--- config.mk ---
export PLATFORM = sky130hd
export DESIGN_NAME = time_display_scanner
export DESIGN_NICKNAME = d
export VERILOG_FILES = /design/src/rtl/time_display_pkg.sv /design/src/rtl/time_display_scanner_bcd_to_seg.sv /design/src/rtl/time_display_scanner.sv
export SDC_FILE = /design/constraint.sdc
export NUM_CORES = 1
export LEC_CHECK = 0
export CORE_UTILIZATION = 50
export CTS_BUF_LIST = sky130_fd_sc_hd__clkbuf_4 sky130_fd_sc_hd__clkbuf_8
export DETAILED_ROUTE_END_ITERATION = 10
export GPL_ROUTABILITY_DRIVEN = 0
export PLACE_DENSITY = 0.7
export REMOVE_ABC_BUFFERS = 1
export SKIP_LAST_GASP = 1
export SYNTH_ARGS = -nofsm -noshare
export SYNTH_HDL_FRONTEND = slang
export SYNTH_SLANG_ARGS = --single-unit
--- constraint.sdc ---
create_clock -name clk -period 6.9 [get_ports clk]
set_input_delay 2.07 -clock clk [delete_from_list [all_inputs] [get_ports clk]]
set_output_delay 2.07 -clock clk [all_outputs]
set_load 0.02 [all_outputs]
--- src/rtl/time_display_pkg.sv ---
// Shared constants for the MM.SS time display: active-low segment patterns
// ({g,f,e,d,c,b,a}) and the digit-slot indices used by the scanner.
package time_display_pkg;

  localparam logic [6:0] SEG_0     = 7'b1000000;
  localparam logic [6:0] SEG_1     = 7'b1111001;
  localparam logic [6:0] SEG_2     = 7'b0100100;
  localparam logic [6:0] SEG_3     = 7'b0110000;
  localparam logic [6:0] SEG_4     = 7'b0011001;
  localparam logic [6:0] SEG_5     = 7'b0010010;
  localparam logic [6:0] SEG_6     = 7'b0000010;
  localparam logic [6:0] SEG_7     = 7'b1111000;
  localparam logic [6:0] SEG_8     = 7'b0000000;
  localparam logic [6:0] SEG_9     = 7'b0010000;
  localparam logic [6:0] SEG_DASH  = 7'b0111111;
  localparam logic [6:0] SEG_BLANK = 7'b1111111;

  // Digit slot order: S-ones first, M-tens last (end of frame)
  localparam logic [1:0] IDX_S_ONES = 2'd0;
  localparam logic [1:0] IDX_S_TENS = 2'd1;
  localparam logic [1:0] IDX_M_ONES = 2'd2;
  localparam logic [1:0] IDX_M_TENS = 2'd3;

endpackage

--- src/rtl/time_display_scanner_bcd_to_seg.sv ---
// Combinational BCD nibble to active-low 7-segment pattern.
// Non-decimal nibbles (10-15) show a dash so bad timer data is visible.
import time_display_pkg::*;

module bcd_to_seg (
  input  logic [3:0] bcd,
  output logic [6:0] seg_n
);

  // Lookup of the segment pattern for one nibble
  always_comb begin
    seg_n = SEG_DASH;
    case (bcd)
      4'd0:    seg_n = SEG_0;
      4'd1:    seg_n = SEG_1;
      4'd2:    seg_n = SEG_2;
      4'd3:    seg_n = SEG_3;
      4'd4:    seg_n = SEG_4;
      4'd5:    seg_n = SEG_5;
      4'd6:    seg_n = SEG_6;
      4'd7:    seg_n = SEG_7;
      4'd8:    seg_n = SEG_8;
      4'd9:    seg_n = SEG_9;
      default: seg_n = SEG_DASH;
    endcase
  end

endmodule

--- src/rtl/time_display_scanner.sv ---
// Multiplexed 4-digit MM.SS display driver. A prescaler steps a digit index
// once per SCAN_DIV clocks; the time value is captured only at frame
// boundaries so a frame never mixes old and new digits. The MM.SS separator
// flashes for half a second after each seconds change and stays on while
// frozen.
import time_display_pkg::*;

module time_display_scanner #(
  parameter int CLK_HZ   = 50000000,
  parameter int SCAN_DIV = 50000
) (
  input  logic        clk,
  input  logic        reset,
  input  logic [15:0] time_value,
  input  logic        freeze,
  output logic [6:0]  seg_n,
  output logic [3:0]  an_n,
  output logic        dp_n
);

  localparam int PW   = (SCAN_DIV > 1) ? $clog2(SCAN_DIV) : 1;
  localparam int HALF = CLK_HZ / 2;
  localparam int HW   = (HALF > 1) ? $clog2(HALF) : 1;
  localparam logic [PW-1:0] PRESC_MAX = PW'(SCAN_DIV - 1);
  localparam logic [HW-1:0] HALF_MAX  = HW'(HALF - 1);

  logic [PW-1:0] presc_reg;
  logic [1:0]    idx_reg;
  logic [15:0]   snap_reg;
  logic [3:0]    sones_prev_reg;
  logic [HW-1:0] half_reg;
  logic          scan_tick;
  logic          blink_on;
  logic          sones_changed;
  logic          m_tens_blank;
  logic [3:0]    digit_nib;
  logic [6:0]    dec_seg;
  logic [3:0]    an_next;
  logic [6:0]    seg_next;
  logic          dp_next;

  assign scan_tick = (presc_reg == PRESC_MAX);

  // Prescaler, digit index and frame snapshot (captured on the last slot's tick)
  always_ff @(posedge clk or posedge reset) begin
    if (reset) begin
      presc_reg <= '0;
      idx_reg   <= IDX_S_ONES;
      snap_reg  <= '0;
    end else begin
      presc_reg <= scan_tick ? '0 : presc_reg + 1'b1;
      if (scan_tick) begin
        idx_reg <= idx_reg + 2'd1;
        if ((idx_reg == IDX_M_TENS) && !freeze)
          snap_reg <= time_value;
      end
    end
  end

  assign sones_changed = (snap_reg[3:0] != sones_prev_reg);

  // Half-second separator timer: reload on a seconds change, else count down to 0
  always_ff @(posedge clk or posedge reset) begin
    if (reset) begin
      sones_prev_reg <= '0;
      half_reg       <= '0;
    end else begin
      sones_prev_reg <= snap_reg[3:0];
      if (sones_changed)
        half_reg <= HALF_MAX;
      else if (half_reg != '0)
        half_reg <= half_reg - 1'b1;
    end
  end

  assign blink_on = (half_reg != '0) || freeze;

  // Select the nibble for the current digit slot
  always_comb begin
    digit_nib = snap_reg[3:0];
    case (idx_reg)
      IDX_S_ONES: digit_nib = snap_reg[3:0];
      IDX_S_TENS: digit_nib = snap_reg[7:4];
      IDX_M_ONES: digit_nib = snap_reg[11:8];
      IDX_M_TENS: digit_nib = snap_reg[15:12];
      default:    digit_nib = snap_reg[3:0];
    endcase
  end

  bcd_to_seg u_bcd_to_seg (
    .bcd   (digit_nib),
    .seg_n (dec_seg)
  );

  // Leading zero of the minutes is suppressed entirely
  assign m_tens_blank = (idx_reg == IDX_M_TENS) && (snap_reg[15:12] == 4'd0);

  genvar gi;
  generate
    for (gi = 0; gi < 4; gi++) begin : g_an
      assign an_next[gi] = ~((idx_reg == 2'(gi)) && !m_tens_blank);
    end
  endgenerate

  assign seg_next = m_tens_blank ? SEG_BLANK : dec_seg;
  assign dp_next  = ~((idx_reg == IDX_M_ONES) && blink_on);

  // Registered pin drivers; dark while in reset
  always_ff @(posedge clk or posedge reset) begin
    if (reset) begin
      an_n  <= 4'b1111;
      seg_n <= SEG_BLANK;
      dp_n  <= 1'b1;
    end else begin
      an_n  <= an_next;
      seg_n <= seg_next;
      dp_n  <= dp_next;
    end
  end

endmodule

Word level (Yosys, flattened, before mapping)
Memories as Yosys holds them, arrays and structs flattened. Index checks and enable logic that the tools add are counted.

Register bits: 75. Memory bits (read-only): 112. Bits of input ports: 19. Output and inout bits: 12. Logic and storage cells: 42. Memories kept: 1.

Add/subtract/negate cells: 3. Eq/ne operators: 5. Mux-type cells: 5. Bitwise operators: 5. Reduce and logical (&&, ||, !) cells: 15.

Memories: (no name shown) (depth 16, width 7, rd ports 1, clocked after memory_dff 0, write ports 0, RTL line time_display_scanner_bcd_to_seg.sv:13) `case (bcd)`.

Operator list (number): 25-bit 2-to-1 mux (2); 25-bit nonzero test (1); 25-bit by 1-bit subtractor with 25-bit output, second input constant (1); 16-bit by 1-bit adder with 16-bit output, second input constant (1); 16-bit == test, second input constant (1); 16-bit 2-to-1 mux (1); 4-bit case mux with 4 select lines (1); 1-bit logical AND (7); 7-bit 2-to-1 mux (1); 1-bit inverter (5); 2-bit == test, second input constant (2); 4-bit logical NOT (1); 4-bit != test (1); 2-bit by 1-bit adder with 2-bit output, second input constant (1); 2-bit by 1-bit == test with 1-bit output, second input constant (1); 1-bit logical NOT (2); 2-bit logical NOT (1); 2-bit AND reduction (1); 2-bit nonzero test (1); 1-bit logical OR (1).

Longest topological paths before layout
Gate-level depths: netlist of the first run.

Depth in word-level cells: 5. Depth in mapped cells: 9.

Hierarchy
A second synthesis of the first run with hierarchy kept.

Cell total of the unflattened synthesis: 344. Area total of the unflattened synthesis: 3752.3 µm².

Modules (own cells, without submodules): time_display_scanner (instances 1, cells each 313, area each 3512.1 µm²); bcd_to_seg (instances 1, cells each 31, area each 240.2 µm²).

Worst setup path before layout of the first run
No wires, ideal clock.

Kind: input-to-reg. From: input port freeze. To: register snap_reg[0]. Setup time: 0.125 ns. Arrival: 2.914 ns. Data required time: 6.775 ns. Path slack: 3.861 ns. Cell stages on the path: 4. Buffers on the path: 2. Cells stage by stage: and3b_1 buf_2 buf_4 mux2_2.

Cells in the longest elaborated chain, start to end: 3.

Ends and longest elaborated chain: from (decl) (RTL line time_display_scanner.sv:15) `input logic freeze,`; 1-bit logical NOT (RTL line time_display_scanner.sv:54) `if ((idx_reg == IDX_M_TENS) && !freeze)`; 1-bit logical AND (RTL line time_display_scanner.sv:54); 2-bit AND reduction (no source line); to (signal assigned) (RTL line time_display_scanner.sv:55) `snap_reg <= time_value;`; to (decl) (RTL line time_display_scanner.sv:29) `logic [15:0] snap_reg;`.

No other way between the ends. A chain may end at the register's enable or synchronous reset.

Final worst setup path of the first run
From: register seg_n[0]. To: output port seg_n[0].

RTL lines: from (decl) (RTL line time_display_scanner.sv:16) `output logic [6:0] seg_n,`; from (signal assigned) (RTL line time_display_scanner.sv:116) `seg_n <= seg_next;`.

No word-level cell between the ends.

==> results.yml, run 1 <==
outcome:
  status: "finished, final reports clean"
final_layout:
  drive_gt1_share_pct: 14.6
  final_util_pct: 59.1
  largest_reg_flops: 25
  n_antenna_cell: 0
  fin_nets: 402
  syn2layout_area_growth_pct: 15.1
  fin_area_um2: 4260
worst_setup_path:
  path_buf_inv: 1
  cp_slowest_stage_delay_ns: 0.60
  start_kind: "flip-flop"
  cp_top_family: "buffers and inverters"
  timing.reg2reg.setup_slack_ns: 4.22
  crit_chain: "clkdlybuf4s50_1"
  crit_fanout: 1
  worstPathRequired_ns: 4.83
  cp-end-kind: "output pin"
  ff2ff_path_depth: 5
  rr_endpoint: "half_reg[21]$_DFFE_PP0P_"
  worst_path_max_delay_cell: "clkdlybuf4s50_1"
  critPathArrivalTime_ns: 1.47
  criticalPathCategory: "reg -> out"
  r2r_start: "half_reg[3]$_DFFE_PP0P_"
routing:
  drc: 0
  ant_nets: 0
  routedWlPerCell_um: 15.0
  routed_wl_mm: 7.15
  drt_first_pass_iters: 4
  via_per_inst: 5.57
  vias: 2649
  drt_iter0_markers: 158
timing:
  worst_pin_slew_ns: 0.886
  finalSetupTns_ns: 0
  finalMaxSlewViolations: 0
  fin_ws_ns: 3.36
  final.min_clock_period_ns: 3.54
  fin_crit_sh_pct: 51.3
  setup_viol: 0
  hold_violations: 0
  max_freq_mhz: 283
  fin_skew_ns: 0.0111
  rsz0062_at_grt: "no"
  max_slew_margin_pct: 40.9
logic_synthesis:
  synth_most_common_cell: "dfrtp_1"
  synth_top_cell_by_area: "dfrtp_1"
  netlist.area_leader.share_pct: 42.5
  netlist_top_cells_area: "dfrtp_1, dfstp_2, xnor2_1"
  avgSynthCellArea_um2: 10.7
  ys_types: 54
  ys_ff_latch: 75
  mappedNetlistArea_um2: 3710
  synth_cells: 345
  ys_top_cells_by_count: "dfrtp_1, nor2_1, nand2_1, xnor2_1, mux2_2"
  synth_edf_count: 0
  ys_seq_area_share_pct: 51.0
  ys_warn_count: 0
  ys.flop_type: "dfrtp_1"
  synthArstFlopShare_pct: 100
job:
  cap_violations: 0
global_routing:
  grt_usage_pct: 20.8
  grt_pass1_vias: 2521
  grt_remaining_overflow: 0
  grt_pass1_wl_mm: 12.3
  antenna_found_initial: 0
  grt_max_degree: 45
clock_tree:
  numCtsBuffers: 9
  cts.clk_slew.worst_paths_ns: 0.07
  cts_root_buffer: "clkbuf_8"
  post_cts_buffers: 0
  clkLatencyLatePin_ns: 0.35
  cts_num_sinks: 75
  ctsResizeCount: 0
  cts_tree: "built"
  clock_path_buffers: 2
  htreeDepth: 3
  holdBufCountCts: 0
die:
  die-area_um2: 7760
  ios: 31
  fp.dieW_um: 88.1
  start_util_pct: 51.4
  design.core.area_um2: 7210
  die_y_um: 88.1
  row_count: 31
place:
  dpl.hpwl_mm: 4.79
  post-place-ws_ns: 3.18
  io_buffer_count: 30
  place_area_um2: 4050
hold_path:
  min_to: "sones_prev_reg[2]$_DFF_PP0_"
  hp-start: "snap_reg[2]$_DFFE_PP0P_"
  hp-class: "reg -> reg"
  min_delay_path_depth: 0
power_and_ir_drop:
  ir_drop_uv: 110
  leakage_nw: 2.06
  power_density_nw_per_um2: 193
  power_uw: 823
## through the flow
| stage | hold slack (ns) | cells |
|---|---|---|
| floorplan | 0.408 | 330 |
| global placement | 0.433 | 460 |
| detailed placement | 0.433 | 460 |
| CTS | 0.452 | 476 |
| global route | 0.470 | 476 |
| finish | 0.450 | 476 |
## kinds of logic after synthesis
| group | synth area share (%) |
|---|---|
| buffers and inverters | 4.12 |
| and+or+nand+nor | 17.8 |
| AOI/OAI and AO/OA | 8.68 |
| DFF | 51.0 |
| muxes | 6.58 |
| xor gates and xnor gates | 8.04 |
| adders and majority gates | 3.71 |
## metal layers
metal | wire, µm | up-vias | GRT usage, % | share of wire [%]
met5 | 0 | - | 0 | 0
met4 | 87 | 0 | 7.92 | 1.2
met3 | 327 | 9 | 4.24 | 4.6
met2 | 3380 | 75 | 32.0 | 47
met1 | 3350 | 1299 | 29.1 | 47
li1 | - | 1266 | - | -
## area by class of cell
cell class	instances	area, µm²
flip-flops and latches	75	1890
inverters	18	67.6
clock buffers	10	131
fillers	630	2950
repair buffers	31	308
multi-input cells	237	1660
well taps	99	124
clock inverters	6	80.1
## power breakdown
part	internal, mW	total, mW	switching [mW]
clock network	0.205	0.364	0.159
logic	0.00932	0.0189	0.00961
registers	0.440	0.440	0
total	0.654	0.823	0.169
## worst max path at each step
stage	startpoint	endpoint	slack, ns	cells after the start
global route	an_n[0]$_DFF_PP1_	an_n[0]	3.32	1
floorplan	reset	half_reg[0]$_DFFE_PP0P_	2.94	1
detailed placement	freeze	snap_reg[13]$_DFFE_PP0P_	3.18	3
finish	seg_n[0]$_DFF_PP1_	seg_n[0]	3.36	1
global placement	freeze	snap_reg[2]$_DFFE_PP0P_	3.22	3
CTS	seg_n[0]$_DFF_PP1_	seg_n[0]	3.34	1
## cell usage in the layout, fill, tap and decap left out, types with 11 or more instances in the layout
cell type        instances
ha_1                    11
dfrtp_1                 63
dfstp_2                 12
nor3_1                  12
mux2_2                  19
inv_1                   17
clkdlybuf4s50_1         30
a21oi_1                 12
nor2_1                  33
xnor2_1                 25
nand2_1                 30
Power figures use the tool's default switching activity.
==> inputs of run 2 (changes only) <==
==> constraint.sdc (replaced) <==
create_clock -name clk -period 3.4 [get_ports clk]
set_input_delay 1.02 -clock clk [delete_from_list [all_inputs] [get_ports clk]]
set_output_delay 1.02 -clock clk [all_outputs]
set_load 0.02 [all_outputs]
==> results.yml, run 2 (synthesis results as in run 1) <==
timing:
  hold_violations: 0
  max_slew_margin_pct: 51.6
  final.min_clock_period_ns: 2.49
  worst_pin_slew_ns: 0.726
  fin_skew_ns: 0.00765
  setup_viol: 0
  hold_ws_ns: 0.446
  rsz0062_at_grt: "no"
  finalMaxSlewViolations: 0
  finalSetupTns_ns: 0
  fin_crit_sh_pct: 73.3
  max_freq_mhz: 401
routing:
  m1WireLength_mm: 3.47
  wl_met3_um: 237
  drc: 0
  vias: 2627
  dr_wl_met2_mm: 3.20
  highest_layer: "met4"
  via_per_inst: 5.48
  routed_wl_mm: 7.03
  ant_nets: 0
  routedWlPerCell_um: 14.7
  drt_first_pass_iters: 6
  drt_iter0_markers: 157
clock_tree:
  ctsResizeCount: 0
  cts_tree: "built"
  clkLatencyLatePin_ns: 0.35
  cts_root_buffer: "clkbuf_8"
  numCtsBuffers: 9
  post_cts_buffers: 0
  cts.clk_slew.worst_paths_ns: 0.08
  cts_num_sinks: 75
  htreeDepth: 3
  holdBufCountCts: 0
  clock_path_buffers: 2
die:
  ios: 31
  die_y_um: 88.1
  fp.dieW_um: 88.1
  start_util_pct: 51.4
  row_count: 31
  die-area_um2: 7760
  design.core.area_um2: 7210
global_routing:
  grt_remaining_overflow: 0
  antenna_found_initial: 0
  grt_usage_pct: 20.5
  grt_pass1_wl_mm: 12.1
  grt_max_degree: 42
  grt_pass1_vias: 2622
outcome:
  status: "finished, final reports clean"
power_and_ir_drop:
  power_density_nw_per_um2: 376
  leakage_nw: 2.05
  ir_drop_uv: 245
worst_setup_path:
  rr_endpoint: "half_reg[19]$_DFFE_PP0P_"
  criticalPathCategory: "reg -> out"
  ff2ff_path_depth: 5
  worst_path_max_delay_cell: "clkdlybuf4s50_1"
  critPathArrivalTime_ns: 1.47
  worstPathRequired_ns: 2.38
  start_kind: "flip-flop"
  path_buf_inv: 1
  timing.reg2reg.setup_slack_ns: 0.97
  crit_start: "dp_n$_DFF_PP1_"
  cp-end-kind: "output pin"
  cp_slowest_stage_delay_ns: 0.60
  crit_chain: "clkdlybuf4s50_1"
  crit_fanout: 1
  r2r_start: "half_reg[11]$_DFFE_PP0P_"
  cp_top_family: "buffers and inverters"
job:
  cap_violations: 0
final_layout:
  final_cell_mix: "dfrtp_1, nor2_1, nand2_1, clkdlybuf4s50_1, xnor2_1"
  n_antenna_cell: 0
  drive_gt1_share_pct: 15.3
  syn2layout_area_growth_pct: 15.2
  largest_reg_flops: 25
  layout_commonest_cell: "dfrtp_1"
  fin_nets: 405
hold_path:
  min_to: "sones_prev_reg[2]$_DFF_PP0_"
  min_delay_path_depth: 0
  hp-class: "reg -> reg"
  hp-start: "snap_reg[2]$_DFFE_PP0P_"
place:
  dpl.hpwl_mm: 4.80
  io_buffer_count: 30
==> run 2: cell type report <==
| cell class | instances | area (µm²) |
|---|---|---|
| Sequential cell | 75 | 1890 |
| Clock inverter | 7 | 68.8 |
| Timing Repair Buffer | 34 | 330 |
| Clock buffer | 9 | 124 |
| Inverter | 18 | 67.6 |
| Multi-Input combinational cell | 237 | 1660 |
| Fill cell | 621 | 2950 |
| Tap cell | 99 | 124 |
==> run 2: stage by stage <==
stage          instance area, µm²  setup WS [ns]  instances  power [mW]  utilization (%)
6_report                     4270          0.907        479        1.61             59.2
5_1_grt                      4270          0.698        479        1.67             59.2
4_1_cts                      4270          0.885        479        1.63             59.2
3_5_place_dp                 4080          0.713        463       0.950             56.5
3_3_place_gp                 4080          0.754        463       0.950             56.5
2_1_floorplan                3620          0.490        330       0.922                -
==> run 2: report_power, final <==
| part | switching (mW) | total (mW) | internal, mW |
|---|---|---|---|
| sequential | 0 | 0.892 | 0.892 |
| clock | 0.338 | 0.674 | 0.336 |
| combinational | 0.0199 | 0.0397 | 0.0198 |
| total | 0.358 | 1.61 | 1.25 |
==> run 2: how the worst max path moves through the flow <==
stage                               endpoint  slack, ns  cells after the start
global route         half_reg[1]$_DFFE_PP0P_       0.70                      5
floorplan            half_reg[0]$_DFFE_PP0P_       0.49                      1
detailed placement   snap_reg[3]$_DFFE_PP0P_       0.71                      3
CTS                                 seg_n[6]       0.89                      1
finish                                  dp_n       0.91                      1
global placement    snap_reg[11]$_DFFE_PP0P_       0.75                      3
==> run 2: metal layers <==
| metal | vias up | GRT usage [%] |
|---|---|---|
| met5 | - | 0 |
| met4 | 0 | 9.24 |
| met3 | 10 | 3.39 |
| met2 | 47 | 31.6 |
| met1 | 1302 | 28.6 |
| li1 | 1268 | - |
==> inputs of run 3 (changes only) <==
==> constraint.sdc (replaced) <==
create_clock -name clk -period 2.4 [get_ports clk]
set_input_delay 0.72 -clock clk [delete_from_list [all_inputs] [get_ports clk]]
set_output_delay 0.72 -clock clk [all_outputs]
set_load 0.02 [all_outputs]
==> results.yml, run 3 (synthesis results as in run 1) <==
outcome:
  status: "finished, final reports clean"
routing:
  drt_iter0_markers: 119
  routed_wl_mm: 7.09
  vias: 2610
  drc: 0
  ant_nets: 0
  drt_first_pass_iters: 5
  routedWlPerCell_um: 14.6
  via_per_inst: 5.37
global_routing:
  grt_usage_pct: 20.5
  antenna_found_initial: 0
  grt_max_degree: 76
  grt_pass1_wl_mm: 12.0
  grt_remaining_overflow: 0
  grt_pass1_vias: 2564
worst_setup_path:
  crit_fanout: 7
  cp_slowest_stage_delay_ns: 0.52
  critPathArrivalTime_ns: 2.47
  crit_start: "idx_reg[0]$_DFFE_PP0N_"
  path_buf_inv: 1
  timing.reg2reg.setup_slack_ns: 0.20
  worst_path_max_delay_cell: "mux2i_1"
  rr_endpoint: "seg_n[0]$_DFF_PP1_"
  worstPathRequired_ns: 2.67
  cp_top_family: "compound AO/OA/AOI/OAI gates"
  start_kind: "flip-flop"
  r2r_start: "idx_reg[0]$_DFFE_PP0N_"
  cp-end-kind: "flip-flop"
  crit_chain: "inv_1 > ha_1 > a222oi_1 > mux2i_1 > nor2_1 > a221oi_2 > o21ai_0"
  criticalPathCategory: "reg -> reg"
  ff2ff_path_depth: 7
final_layout:
  syn2layout_area_growth_pct: 17.7
  final_cell_mix: "dfrtp_1, nor2_1, nand2_1, clkdlybuf4s50_1, xnor2_1"
  n_antenna_cell: 0
  layout_commonest_cell: "dfrtp_1"
  largest_reg_flops: 25
  fin_area_um2: 4360
  fillers: 616
  final_util_pct: 60.4
  fin_nets: 412
  drive_gt1_share_pct: 17.3
timing:
  finalMaxSlewViolations: 0
  max_slew_margin_pct: 56.3
  max_freq_mhz: 454
  rsz0062_at_grt: "no"
  fin_crit_sh_pct: 91.8
  setup_viol: 0
  hold_violations: 0
  hold_ws_ns: 0.447
  fin_skew_ns: 0.00755
  worst_pin_slew_ns: 0.637
  final.min_clock_period_ns: 2.20
clock_tree:
  clkLatencyLatePin_ns: 0.35
  htreeDepth: 3
  cts_root_buffer: "clkbuf_8"
  cts_tree: "built"
  cts.clk_slew.worst_paths_ns: 0.08
  cts_num_sinks: 75
  numCtsBuffers: 9
  post_cts_buffers: 0
  clock_path_buffers: 2
  holdBufCountCts: 0
place:
  io_buffer_count: 30
  place_area_um2: 4150
  dpl.hpwl_mm: 4.80
die:
  fp.dieW_um: 88.1
  die_y_um: 88.1
  die-area_um2: 7760
  ios: 31
  start_util_pct: 51.4
  row_count: 31
  design.core.area_um2: 7210
job:
  cap_violations: 0
hold_path:
  hp-class: "reg -> reg"
  min_to: "sones_prev_reg[3]$_DFF_PP0_"
  hp-start: "snap_reg[3]$_DFFE_PP0P_"
  min_delay_path_depth: 0
power_and_ir_drop:
  power_mw: 2.28
  ir_drop_uv: 404
  power_density_nw_per_um2: 524
  leakage_nw: 2.09
[run 3: cell count changes in the layout (fill, tap and decap cells not counted), sizes merged]
| cell | before | now |
|---|---|---|
| clkinv | 4 | 2 |
| buf | 4 | 11 |
| clkbuf | 9 | 10 |
| clkinvlp | 2 | 3 |
[run 3: layout make-up]
cell class	instances	area (µm²)	share of cell area (%)
Clock buffer	10	131	3.01
Clock inverter	6	66.3	1.52
Inverter	18	67.6	1.55
Multi-Input combinational cell	237	1670	38.3
Sequential cell	75	1890	43.4
Tap cell	99	124	2.84
Timing Repair Buffer	41	408	9.35
[run 3: metrics by stage]
step           TNS, ns  setup WS (ns)  std cells
2_1_floorplan   -13.24         -0.210        330
3_3_place_gp         0          0.169        470
3_5_place_dp         0          0.167        470
4_1_cts              0          0.144        486
5_1_grt              0        0.00678        486
6_report             0          0.198        486
[run 3: how the worst max path moves through the flow]
| stage | end | slack [ns] | cells after the start |
|---|---|---|---|
| after CTS | seg_n[0]$_DFF_PP1_ | 0.14 | 7 |
| after floorplan | half_reg[0]$_DFFE_PP0P_ | -0.21 | 1 |
| after global placement | seg_n[0]$_DFF_PP1_ | 0.17 | 7 |
| after global routing | seg_n[0]$_DFF_PP1_ | 0.007 | 7 |
| final | seg_n[0]$_DFF_PP1_ | 0.20 | 7 |
| after detailed placement | seg_n[0]$_DFF_PP1_ | 0.17 | 7 |
[run 3: where the power goes]
part,leakage (nW),total [mW],internal (mW),switching [mW]
registers,0.991,1.26,1.26,0
clock network,0.0919,0.962,0.491,0.471
logic,1.01,0.0575,0.0292,0.0283
[run 3: what timing repair did]
action | in CTS | in global routing
endpoints found under the setup margin | 0 | 2
resized for setup | 0 | 2
endpoints found under the hold margin | 0 | 0
[run 3: worst reg2reg max path, cell delays in order, from the launching register on]
cell and delay [ns]:
dfrtp_1 0.41, inv_1 0.14, ha_1 0.32, a222oi_1 0.19, mux2i_1 0.52, nor2_1 0.15, a221oi_2 0.28, o21ai_0 0.12
[run 3: layer usage]
layer	up-vias	share of wire, %	global-route usage, %	wire (µm)
met5	-	0	0	0
met4	0	0.75	6.30	53
met3	4	4.1	6.97	292
met2	49	46	32.1	3290
met1	1269	49	27.2	3460
li1	1288	-	-	-
